[src/rtl/fine_code_encoder.sv]
// Converts captured Start/Stop thermometer codes from the fine delay line into tap counts.
// Optional single-bubble majority filter is enabled with `FINE_BUBBLE_FILTER_EN.
module fine_code_encoder #(
  parameter int NUM = 12,
  parameter int W   = 4
) (
  input  logic           clk,
  input  logic           iRst,
  input  logic [NUM-1:0] iFFStart,
  input  logic [NUM-1:0] iFFStop,
  input  logic           iStartCaptured,
  input  logic           iStopCaptured,
  input  logic           iReady,
  output logic           oValid,
  output logic [W-1:0]   oFineStart,
  output logic [W-1:0]   oFineStop,
  output logic [1:0]     oErr,
  output logic           oBusy
);

  localparam int NIB = NUM / 4;

  typedef enum logic [2:0] {IDLE, ARMED, SAMPLE, SUM1, SUM2, DONE} state_t;

  state_t state, state_next;

  logic [NUM-1:0] start_filt, stop_filt;
  logic [NUM-1:0] start_code, stop_code;
  logic [2:0]     start_nib [NIB];
  logic [2:0]     stop_nib  [NIB];
  logic           start_bad, stop_bad;
  logic [W-1:0]   start_sum, stop_sum;
  logic           start_bad_next, stop_bad_next;

  function automatic logic [2:0] pop4(input logic [3:0] n);
    return 3'(n[0]) + 3'(n[1]) + 3'(n[2]) + 3'(n[3]);
  endfunction

`ifdef FINE_BUBBLE_FILTER_EN
  logic [NUM+1:0] start_ext, stop_ext;

  // Virtual taps below the chain read 1 and above read 0, so edge taps keep their value.
  always_comb begin
    start_ext  = {1'b0, iFFStart, 1'b1};
    stop_ext   = {1'b0, iFFStop, 1'b1};
    start_filt = '0;
    stop_filt  = '0;
    for (int i = 0; i < NUM; i++) begin
      start_filt[i] = (start_ext[i] & start_ext[i+1]) | (start_ext[i] & start_ext[i+2]) |
                      (start_ext[i+1] & start_ext[i+2]);
      stop_filt[i]  = (stop_ext[i] & stop_ext[i+1]) | (stop_ext[i] & stop_ext[i+2]) |
                      (stop_ext[i+1] & stop_ext[i+2]);
    end
  end
`else
  assign start_filt = iFFStart;
  assign stop_filt  = iFFStop;
`endif

  always_ff @(posedge clk) begin
    if (iRst) state <= IDLE;
    else      state <= state_next;
  end

  always_comb begin
    state_next = state;
    case (state)
      IDLE: begin
        if (iStartCaptured && iStopCaptured) state_next = SAMPLE;
        else if (iStartCaptured)             state_next = ARMED;
      end
      ARMED:   if (iStopCaptured) state_next = SAMPLE;
      SAMPLE:  state_next = SUM1;
      SUM1:    state_next = SUM2;
      SUM2:    state_next = DONE;
      DONE:    if (iReady) state_next = IDLE;
      default: state_next = IDLE;
    endcase
  end

  always_comb begin
    oValid = 1'b0;
    oBusy  = 1'b0;
    case (state)
      IDLE, ARMED: oBusy = 1'b0;
      DONE: begin
        oValid = 1'b1;
        oBusy  = 1'b1;
      end
      default: oBusy = 1'b1;
    endcase
  end

  // A pure thermometer code plus one is a power of two, so it shares no set bit with itself.
  always_comb begin
    start_bad_next = |(start_code & (start_code + NUM'(1)));
    stop_bad_next  = |(stop_code & (stop_code + NUM'(1)));
    start_sum      = '0;
    stop_sum       = '0;
    for (int k = 0; k < NIB; k++) begin
      start_sum = start_sum + W'(start_nib[k]);
      stop_sum  = stop_sum + W'(stop_nib[k]);
    end
  end

  always_ff @(posedge clk) begin
    if (iRst) begin
      start_code <= '0;
      stop_code  <= '0;
      start_bad  <= 1'b0;
      stop_bad   <= 1'b0;
      oFineStart <= '0;
      oFineStop  <= '0;
      oErr       <= '0;
      for (int k = 0; k < NIB; k++) begin
        start_nib[k] <= '0;
        stop_nib[k]  <= '0;
      end
    end else begin
      case (state)
        SAMPLE: begin
          start_code <= start_filt;
          stop_code  <= stop_filt;
        end
        SUM1: begin
          for (int k = 0; k < NIB; k++) begin
            start_nib[k] <= pop4(start_code[4*k +: 4]);
            stop_nib[k]  <= pop4(stop_code[4*k +: 4]);
          end
          start_bad <= start_bad_next;
          stop_bad  <= stop_bad_next;
        end
        SUM2: begin
          oFineStart <= start_sum;
          oFineStop  <= stop_sum;
          oErr       <= {stop_bad, start_bad};
        end
        default: ;
      endcase
    end
  end

endmodule

[config.mk]
export PLATFORM = sky130hd
export DESIGN_NAME = fine_code_encoder
export DESIGN_NICKNAME = d
export VERILOG_FILES = /design/src/rtl/fine_code_encoder.sv
export SDC_FILE = /design/constraint.sdc
export NUM_CORES = 1
export LEC_CHECK = 0
export CORE_MARGIN = 3
export CORE_UTILIZATION = 55
export CTS_CLUSTER_SIZE = 28
export DETAILED_ROUTE_END_ITERATION = 8
export PLACE_DENSITY = 0.9
export SLEW_MARGIN = 0
export SYNTH_ARGS = -nofsm -noshare
export SYNTH_HDL_FRONTEND = slang
export SYNTH_SLANG_ARGS = --single-unit
[constraint.sdc]
create_clock -name clk -period 2.5 [get_ports clk]
set_clock_uncertainty 0.15 [all_clocks]
set_input_delay 0.25 -clock clk [delete_from_list [all_inputs] [get_ports clk]]
set_output_delay 0.25 -clock clk [all_outputs]
set_load 0.02 [all_outputs]
# == Word-level counts from Yosys, hierarchy flattened ==
# Memories as Yosys holds them, arrays and structs flattened.
# Cells that the tools add are included.
# op_classes
reduce_logical,6
bitwise_logic,8
n_mux,18
n_eq_ne,8
add_sub_neg,24
# ops
op,count
3-bit two-way mux,10
"12-bit by 1-bit adder with 12-bit output, second input constant",2
12-bit bitwise AND,2
12-bit OR reduction,2
2-bit by 1-bit adder with 3-bit output,6
3-bit by 1-bit adder with 3-bit output,6
3-bit one-hot mux with 6 select lines,1
1-bit by 1-bit adder with 2-bit output,6
3-bit by 3-bit adder with 4-bit output,2
4-bit by 3-bit adder with 4-bit output,2
1-bit two-way mux,7
"3-bit by 2-bit == test with 1-bit output, second input constant",2
"3-bit == test, second input constant",2
1-bit bitwise OR,6
"2-bit inequality test, second input constant",2
"3-bit by 1-bit == test with 1-bit output, second input constant",1
3-bit logical NOT,1
"3-bit inequality test, second input constant",1
3-bit AND reduction,1
2-bit OR reduction,1
1-bit logical AND,1
# totals
n_memories,2
ff_bits,39
input_bits,29
out_inout_bits,12
ram_bits,18
# memory_table
memory,depth,width,rd,rd_ports_with_merged_regs,wr,line,rtl
start_nib,3,3,3,0,3,29,logic [2:0] start_nib [NIB];
stop_nib,3,3,3,0,3,30,logic [2:0] stop_nib [NIB];

# == Longest topological paths before layout ==
# depth
depth_word,5
mapped_depth,9
mapped_depth_nobuf,9

# == Least setup slack after synthesis ==
# OpenSTA, ideal clock, no wires.
# synth_timing
kind,reg2reg
from,mem start_nib[0][1]
to,reg oFineStart[3]
synth_period_minus_slack_ps,2019
arrival_ps,1741
path_stages_with_launch,8
setup_slack_ps,481
required_ps,2222
path_cell_list,edfxtp_1 > fa_1 > ha_1 > inv_1 > fa_1 > xnor2_1 > mux2i_1 > nor2_1
# synth_lines
element,line,rtl
"start, declared",29,
"end signal, assigned",134,oFineStart <= start_sum;
"end, declared",15,"output logic [W-1:0] oFineStart,"

# == Worst setup path after layout ==
# layout_timing
from,reg state[2]
to,out oValid
# layout_between
elab_chain_len,2
# layout_rtl
element,line,rtl
"start, declared",25,"state_t state, state_next;"
"start signal, assigned",62,else state <= state_next;
3-bit == test,84,case (state)
1-bit two-way mux,84,
"end, declared",14,"output logic oValid,"
# No other way between the ends.

==> summary.md <==
| Metric | Value |
|---|---|
| CTS H-tree depth | 3 |
| Worst min-delay path class | in -> reg |
| Detail Route Antenna Nets | 0 |
| GR Overflow Total | 0 |
| Synth Cell Area | a little over 3000 µm² |
| Total Power | between 0.002 and 0.0025 W |
| Clock transition at the registers of the reported paths | 0.07 ns |
| Initial antenna violation count | 0 |
| RSZ-0062 raised after global routing | no |
| Total die area | approximately 6500 µm² |
| Post-Synth XOR/XNOR Area | 0.571% |
| Vias in the first global route | roughly 2200 |
| Number of DRC markers in iteration 0 | ~100 |
| CTS sink count | between 50 and 60 |
| Area leader, netlist | dfxtp_1 |
| Slowest cell on crit path | clkdlybuf4s50_1 |
| Synth Area in Compound Gates | under 10% |
| Largest cells by area after synthesis | dfxtp_1, edfxtp_1, fa_1, ha_1, nand2_1 |
| Fin crit share | around 90% |
| Worst setup SP type | register |
| Nets | roughly 430 |
| Post-DP HPWL | 4020 µm |
| Status | complete, no violations |
| Drt wl/cell | about 13 µm |
| Final setup violating endpoints | 0 |
| Seq cells post-synth | 57 |
| Root Driver | clkbuf_8 |
| Vias | about 2200 |
| Synth Net Count | 385 |
| Worst Tran Pin Value | approximately 0.75 ns |
| Asr flop ratio synth | 0% |
| Critical Path Sink Type | output port |
| Number of enable flip-flop cells after synthesis | 18 |
| Std-Cell Rows | 26 |
| Initial core utilization | just under 60% |
| P&R area growth vs syn | 20.2% |
| Max rail drop VDD | 493 µV |
| Pwr dens | 615 nW/µm² |
| Top-Level Pins | 41 |
| P_leak | ~1.5 nW |
| RD Place Congestion | roughly 0.89 |
| Fillers | between 400 and 500 |
| Die H | 80.7 µm |
| Post-synth top area share | roughly a quarter |
| Mapped Cells | between 300 and 400 |
| Layout cells sized above 1 | 8.47% |
| Drt pass-1 iters | 4 |
| Clock latency on the worst-skew pair | 0.32 ns |
| Postcts setup bufs | 0 |
| Slew HR | about half |
| Vias/cell | about 5.1 |
| YS warnings | 0 |
| Final Hold Slack | 0.318 ns |
| Post-Synth Adder-Cell Area | ~18% |
| Sequential cell area | roughly 1300 µm² |
| Most frequent cells in the layout | nand2_1, inv_1, clkdlybuf4s50_1 |
| Mux cell area share after synthesis | under 10% |
| Top FF cell, synth | dfxtp_1 |
| Die Wd | between 80 and 90 µm |
| Synth Area per Inst | around 9.6 µm² |
| Clock Path Buffers | 2 |
| Tmin final | about 2.2 ns |
| Sum Neg Setup Slack | 0 ns |
| Crit-path max FO | 7 |
| Commonest non-fill, non-tap cell in the layout | nand2_1 |
| Global-route wire length before repair | roughly 9600 µm |
| Multi-input logic area | ~1500 µm² |
| Diode count | 0 |
| Cts hold-fix bufs | 0 |
| Post-CTS Resized | 0 |
| FMAX | between 0.4 and 0.5 GHz |
| Pin count of the biggest net entering global routing | 39 |
| Seq/Total Area, Yosys | between 40% and 50% |
| Critical-path cell list | nor2b_2 -> and2_2 -> clkdlybuf4s50_1 |
| Largest family of logic cells by synthesized area | adder cells |
| Max-cap violations | 0 |
| WS Path Type | reg -> out |
| Slew Viols, Final | 0 |
| Routed WL | 5500 µm |
| Crit path required time | 2.10 ns |
| Core Region | 5240 µm² |
| Post-Synth Simple-Gate Area | ~17% |
| Gr usage total | 19.4% |
| Critical path's largest stage delay | approximately 0.6 ns |
| Distinct cell type count after synthesis | 42 |
| CTS Buf Count | 9 |
| CP Data Arrival Time | around 1.8 ns |
| I/O Buffers | 40 |
| CTS tree | done |
| Count of final hold-check violations | 0 |
| Residual DRC | 0 |
[layout make-up]
cell class              count  area share (%)
clock buffers              13            4.31
clock inverters             3            1.05
inverters                  48            4.88
multi-input cells         203            40.3
flip-flops and latches     57            35.8
well taps                  70            2.37
repair buffers             42            11.3
[metrics by stage]
stage / instances / instance area (µm²) / setup WS (ns) / util (%)
detailed placement: 420 / 3490 / 0.362 / 66.7
floorplan: 320 / 3070 / 0.481 / -
global placement: 420 / 3490 / 0.460 / 66.7
CTS: 436 / 3690 / 0.308 / 70.4
global route: 436 / 3690 / 0.179 / 70.4
finish: 436 / 3690 / 0.297 / 70.4
[sequential cells by signal (all words and copies together) (netlist names)]
| name | cells |
|---|---|
| oErr | 2 |
| oFineStart | 4 |
| oFineStop | 4 |
| start_bad | 1 |
| start_code | 12 |
| start_nib | 9 |
| state | 3 |
| stop_bad | 1 |
| stop_code | 12 |
| stop_nib | 9 |
[synth_stat cells, drive strengths merged, types with 2 or more instances]
| library cell | number |
|---|---|
| buf | 8 |
| mux2i | 7 |
| ha | 22 |
| nor2 | 15 |
| nor3 | 4 |
| nand4 | 4 |
| fa | 14 |
| a211oi | 5 |
| edfxtp | 18 |
| a21oi | 31 |
| nor2b | 2 |
| or2 | 2 |
| inv | 48 |
| and3 | 2 |
| nand2 | 59 |
| and2 | 20 |
| dfxtp | 39 |
| clkbuf | 4 |
| xnor2 | 2 |
[worst max-delay path: cells and delay by family, from the launching register on]
family	cells	cell delay (ns)
flip-flops	1	0.45
AND/OR/NAND/NOR	2	0.44
buffers and inverters	1	0.60
[cells by family (layout without fill, tap and decap cells)]
kind of cell             after synthesis  after routing
AO/OA/AOI/OAI                         47             47
XOR/XNOR                               2              2
adder cells (fa/ha/maj)               36             36
buffers and inverters                 60            106
flip-flops                            57             57
multiplexers                           8              8
AND/OR/NAND/NOR                      110            110
[layer usage]
layer,vias up,GRT usage (%),routed length (µm)
met2,58,32.4,2800
met1,1050,24.0,2400
li1,1120,-,-
met4,0,7.60,90
met3,8,5.04,211
met5,-,0,0
[where the power goes]
| group | switching [W] | internal (W) |
|---|---|---|
| combinational | 0.000181 | 0.000163 |
| sequential | 0.0000594 | 0.00101 |
| clock | 0.000343 | 0.000511 |
| total | 0.000583 | 0.00168 |
[worst paths after layout]
kind,start,end,slack [ns],cells after the start
setup / recovery,state[2],oValid,0.30,3
hold / removal,iFFStop[11],stop_code[11],0.32,3
setup reg to reg,start_nib[0][1],oFineStart[3],0.34,7
hold reg to reg,start_code[4],start_code[4],0.33,2
(Power assumes the default switching activity.)
==> RTL change 1 (config.mk and constraints unchanged) <==
The option `FINE_BUBBLE_FILTER_EN` is turned on by a define.
--- a/src/rtl/fine_code_encoder.sv
+++ b/src/rtl/fine_code_encoder.sv
@@ -1,5 +1,7 @@
 // Converts captured Start/Stop thermometer codes from the fine delay line into tap counts.
 // Optional single-bubble majority filter is enabled with `FINE_BUBBLE_FILTER_EN.
+`define FINE_BUBBLE_FILTER_EN
+
 module fine_code_encoder #(
   parameter int NUM = 12,
   parameter int W   = 4
Check against the original RTL: not equivalent (Yosys sat finds a counterexample within 10 cycles, from zero or initial values and one cycle with iRst high).
==> RTL change 1 against the unedited design <==
  * Global-route usage rose by 0.18 points
  * Worst setup slack lost 0.00083 ns
  * Routed wire length increased by 6.7%
  * Design area is 3.5% higher
  * Total power increased by 1.7%
  * Count of clock-buffer cells in the layout unchanged
  * Area after synthesis grew 3.9%
  * Sequential cell count did not move
  * Critical path type unchanged
==> RTL change 1: results (changes against the unedited design) <==
[clock_tree]
post_cts_buffers = 0  ; unchanged
cts_buffer_depth = 2  ; unchanged

[setup_path]
worst-r2r-setup-slack_ns = 0.39  ; +0.05 ns
crit_fanout = 11  ; +4

[global_route]
grt_max_degree = 43  ; +10%
grt_pass1_wl_um = 9950  ; +4.0%
grt_use_met1_pct = 23.1  ; -0.85 points
grtUsageMet2_pct = 33.0  ; +0.67 points
grt_use_total_pct = 19.6  ; +0.18 points
grt_pass1_vias = 2302  ; +6.5%

[detailed_routing]
wl_met1_um = 2580  ; +7.5%
wl_met3_um = 305  ; +45%
vias = 2455  ; +9.8%
drt-pass1-iter-count = 4  ; unchanged
top_layer_used = met4
wire_per_inst_um = 13.1  ; +3.6%
wl_met2_um = 2840  ; +1.4%
dr.first_iter.drc_count = 118  ; +13%

[cells_and_area]
instances_no_fill = 449  ; +3.0%
antenna_cells = 0  ; unchanged
n_fill_cell = 422  ; +5.2%
nNetsFinal = 437  ; +2.6%
drive_above_1_share_pct = 6.63  ; -1.8 points

[sta]
holdWs_ns = 0.322  ; +0.00408 ns
maxSlewHeadroom_pct = 54.4  ; +4.5 points

[floorplan]
initial_core_util_pct = 57.2  ; -1.4 points

[place]
gp_congestion = 0.946  ; +6.1%
dpl.hpwl_um = 4430  ; +10%
dp.cells = 433  ; +3.1%

[worst_hold_path]
hold_class = reg2reg

[synthesis]
synth_cell_types = 41  ; -2.4%
avgSynthCellArea_um2 = 9.63  ; +0.46%
seq_area_frac_synth_pct = 41.4  ; -1.6 points
yosys-top-cells-count = 43 x inv_1, 39 x dfxtp_1, 33 x nor2_1
synthTopCellsByArea = dfxtp_1 24%, edfxtp_1 17%, fa_1 8.8%
synth_nets = 396  ; +2.9%

[power]
power_leakage_nw = 1.53  ; +0.24%
peakVddDrop_v = 0.000436  ; -12%

[status]
status = complete, no violations

RTL change 1: changes by cell type in the layout (fill, tap and decap cells not counted), moves of 4 or more:
cell	unedited run	this run
nor2_2	4	0
a211oi_1	1	8
a21oi_1	31	4
a211oi_2	4	0
nand2_1	59	32
a311oi_1	0	20
inv_1	48	43
nand4_1	4	0
nor2_1	10	33
o21ai_0	1	23
nand3_1	0	5
RTL change 1: tightest hold or removal path: stages (launching register included):
cell and delay [ns]:
dfxtp_1 0.32, nand2_1 0.06, a21oi_1 0.05
RTL change 1: area by class of cell:
| cell class | count | share of cell area, % |
|---|---|---|
| inverter | 44 | 4.33 |
| timing repair buffer | 43 | 11.1 |
| tap | 72 | 2.36 |
| clock inverter | 3 | 0.393 |
| sequential | 57 | 34.6 |
| clock buffer | 13 | 4.43 |
| multi-input combinational | 217 | 42.8 |
RTL change 1: cells by family (layout without fill, tap and decap cells):
kind of cell	after synthesis	in the layout	synth area share, %
AO/OA/AOI/OAI	70	70	15.6
XOR/XNOR	2	2	0.550
adder cells (fa/ha/maj)	36	36	17.4
buffers and inverters	57	103	7.34
flip-flops	57	57	41.4
multiplexers	7	7	2.24
AND/OR/NAND/NOR	102	102	15.4
RTL change 1: through the flow:
step | setup WS, ns | area, um2
after floorplan | 0.471 | 3190
after global placement | 0.461 | 3630
after detailed placement | 0.374 | 3630
after CTS | 0.297 | 3820
after global routing | 0.237 | 3820
final | 0.296 | 3820
RTL change 1: worst paths after layout:
check,startpoint,cells past startpoint,end
max,state[2],3,oBusy
min,stop_code[11],2,stop_code[11]
max reg2reg,stop_nib[0][1],5,oFineStop[3]
min reg2reg,stop_code[11],2,stop_code[11]
RTL change 1: power breakdown:
part	switching [mW]	total [mW]	internal, mW
clock	0.348	0.784	0.436
sequential	0.0779	1.10	1.02
combinational	0.224	0.421	0.197
==> RTL change 2 (same settings) <==
Without the edit above. The 6 states of `state_t` get a Gray code encoding in 3 bits.
--- a/src/rtl/fine_code_encoder.sv
+++ b/src/rtl/fine_code_encoder.sv
@@ -20,7 +20,7 @@
 
   localparam int NIB = NUM / 4;
 
-  typedef enum logic [2:0] {IDLE, ARMED, SAMPLE, SUM1, SUM2, DONE} state_t;
+  typedef enum logic [2:0] {IDLE = 3'b000, ARMED = 3'b001, SAMPLE = 3'b011, SUM1 = 3'b010, SUM2 = 3'b110, DONE = 3'b111} state_t;
 
   state_t state, state_next;
 
Formal check against the unedited RTL: same outputs for any inputs over 10 cycles, from zero or initial values and one cycle with iRst high; not proved beyond that.
==> RTL change 2 against the unedited design <==
  * Cell count up 3.0%
  * Worst setup slack improved by 0.031 ns
  * Utilization decreased by 0.57 points
  * Area after synthesis down 0.94%
  * First-iteration DRC count fell by 3.8%
  * Total power decreased by 13%
  * Routed wire length grew 5.7%
  * Critical path depth increased by 4
  * Sequential share of layout area up 0.29 points
  * Design area shrank 0.81%
  * Sequential cell count unchanged
==> RTL change 2: results (changes against the unedited design) <==
[setup_path]
crit_fanout = 1  ; -6
worst-r2r-setup-slack_ns = 0.33
arrival_ns = 2.29  ; +0.49 ns
cp_top_family = adder cells
startpoint = start_nib[0][1]
endpoint_kind = register
crit_slowest_cell = fa_1
r2r_end = oFineStart[3]
r2r_cells = 7  ; unchanged

[detailed_routing]
drt-pass1-iter-count = 4  ; unchanged
vias = 2289  ; +2.4%
vias_per_cell = 5.10  ; -0.59%
finalWirelength_um = 5820  ; +5.7%
dr.first_iter.drc_count = 100  ; -3.8%

[global_route]
grt_pass1_vias = 2214  ; +2.5%
grt_max_degree = 32  ; -18%
grt_pass1_wl_um = 10000  ; +4.9%
grt_use_total_pct = 20.7  ; +1.2 points

[cells_and_area]
n_fill_cell = 402  ; +0.25%
drive_above_1_share_pct = 6.07  ; -2.4 points
nNetsFinal = 439  ; +3.1%
fin_area_mm2 = 0.00366  ; -0.81%

[clock_tree]
cts_root_buffer = clkbuf_8
post_cts_resize_count = 0  ; unchanged
post_cts_buffers = 0  ; unchanged
h-tree-depth = 3  ; unchanged
cts_buffers = 9  ; unchanged
cts.sinks = 57  ; unchanged
cts.reportedPaths.clkPinSlew_ns = 0.06

[synthesis]
synth_nets = 397  ; +3.1%
synth-compound-area-share_pct = 10.3  ; +0.30 points
synth_xor_area_share_pct = 0.576  ; +0.0054 points
avgSynthCellArea_um2 = 9.15  ; -4.5%
synth_warnings = 0  ; unchanged
synth_mux_area_share_pct = 0.659  ; -2.0 points
synthTopCellsByArea = dfxtp_1 26%, edfxtp_1 18%, fa_1 9.2%
yosys-top-cells-count = 64 x nand2_1, 48 x inv_1, 39 x dfxtp_1
synth_cell_types = 36  ; -14%
async_reset_ff_share_pct = 0  ; unchanged
synthAdderAreaFrac_pct = 18.3  ; +0.17 points
seq_area_frac_synth_pct = 43.5  ; +0.41 points

[status]
status = complete, no violations

[worst_hold_path]
hold_class = reg2reg
hold_depth = 2  ; -1
hp-start = oFineStart[3]
hold_end = oFineStart[3]

[place]
dpl.hpwl_um = 4240  ; +5.6%
gp_congestion = 0.856  ; -4.0%
pre_cts_ws_ns = 0.392  ; +0.0301 ns
dp.cells = 433  ; +3.1%
dpl-instance-area_mm2 = 0.00351  ; +0.47%

[sta]
period_needed_ns = 2.17  ; -0.0314 ns
holdWs_ns = 0.302  ; -0.0157 ns
tightestPinTransition_ns = 0.495  ; -0.257 ns

[power]
peakVddDrop_v = 0.000367  ; -26%
power_leakage_nw = 1.49  ; -3.0%

[RTL change 2: cell count changes after synthesis, sizes merged, moves of 2 or more]
cell / change
a21oi: +4
a22oi: +2
a311oi: +2
and2: -2
and3: +2
and4: +2
buf: -4
clkbuf: +6
mux2i: -5
nand2: +5
nand3: +6
nor3: -3
o21ai: +2
[RTL change 2: where the power goes]
part | total (mW) | internal [mW] | switching, mW
clock | 0.701 | 0.360 | 0.340
combinational | 0.234 | 0.116 | 0.117
sequential | 1.03 | 0.995 | 0.0339
[RTL change 2: final cells by class]
| class | instances | area share, % |
|---|---|---|
| timing repair buffer | 45 | 12.0 |
| sequential | 57 | 36.1 |
| clock inverter | 1 | 0.137 |
| tap | 70 | 2.39 |
| clock buffer | 15 | 4.00 |
| inverter | 48 | 4.92 |
| multi-input combinational | 213 | 40.5 |
[RTL change 2: metal layers]
layer | track usage (%) | share of wire (%)
met3 | 4.71 | 3.9
met2 | 34.1 | 49
met4 | 11.0 | 2.9
met1 | 24.9 | 44
met5 | 0 | 0
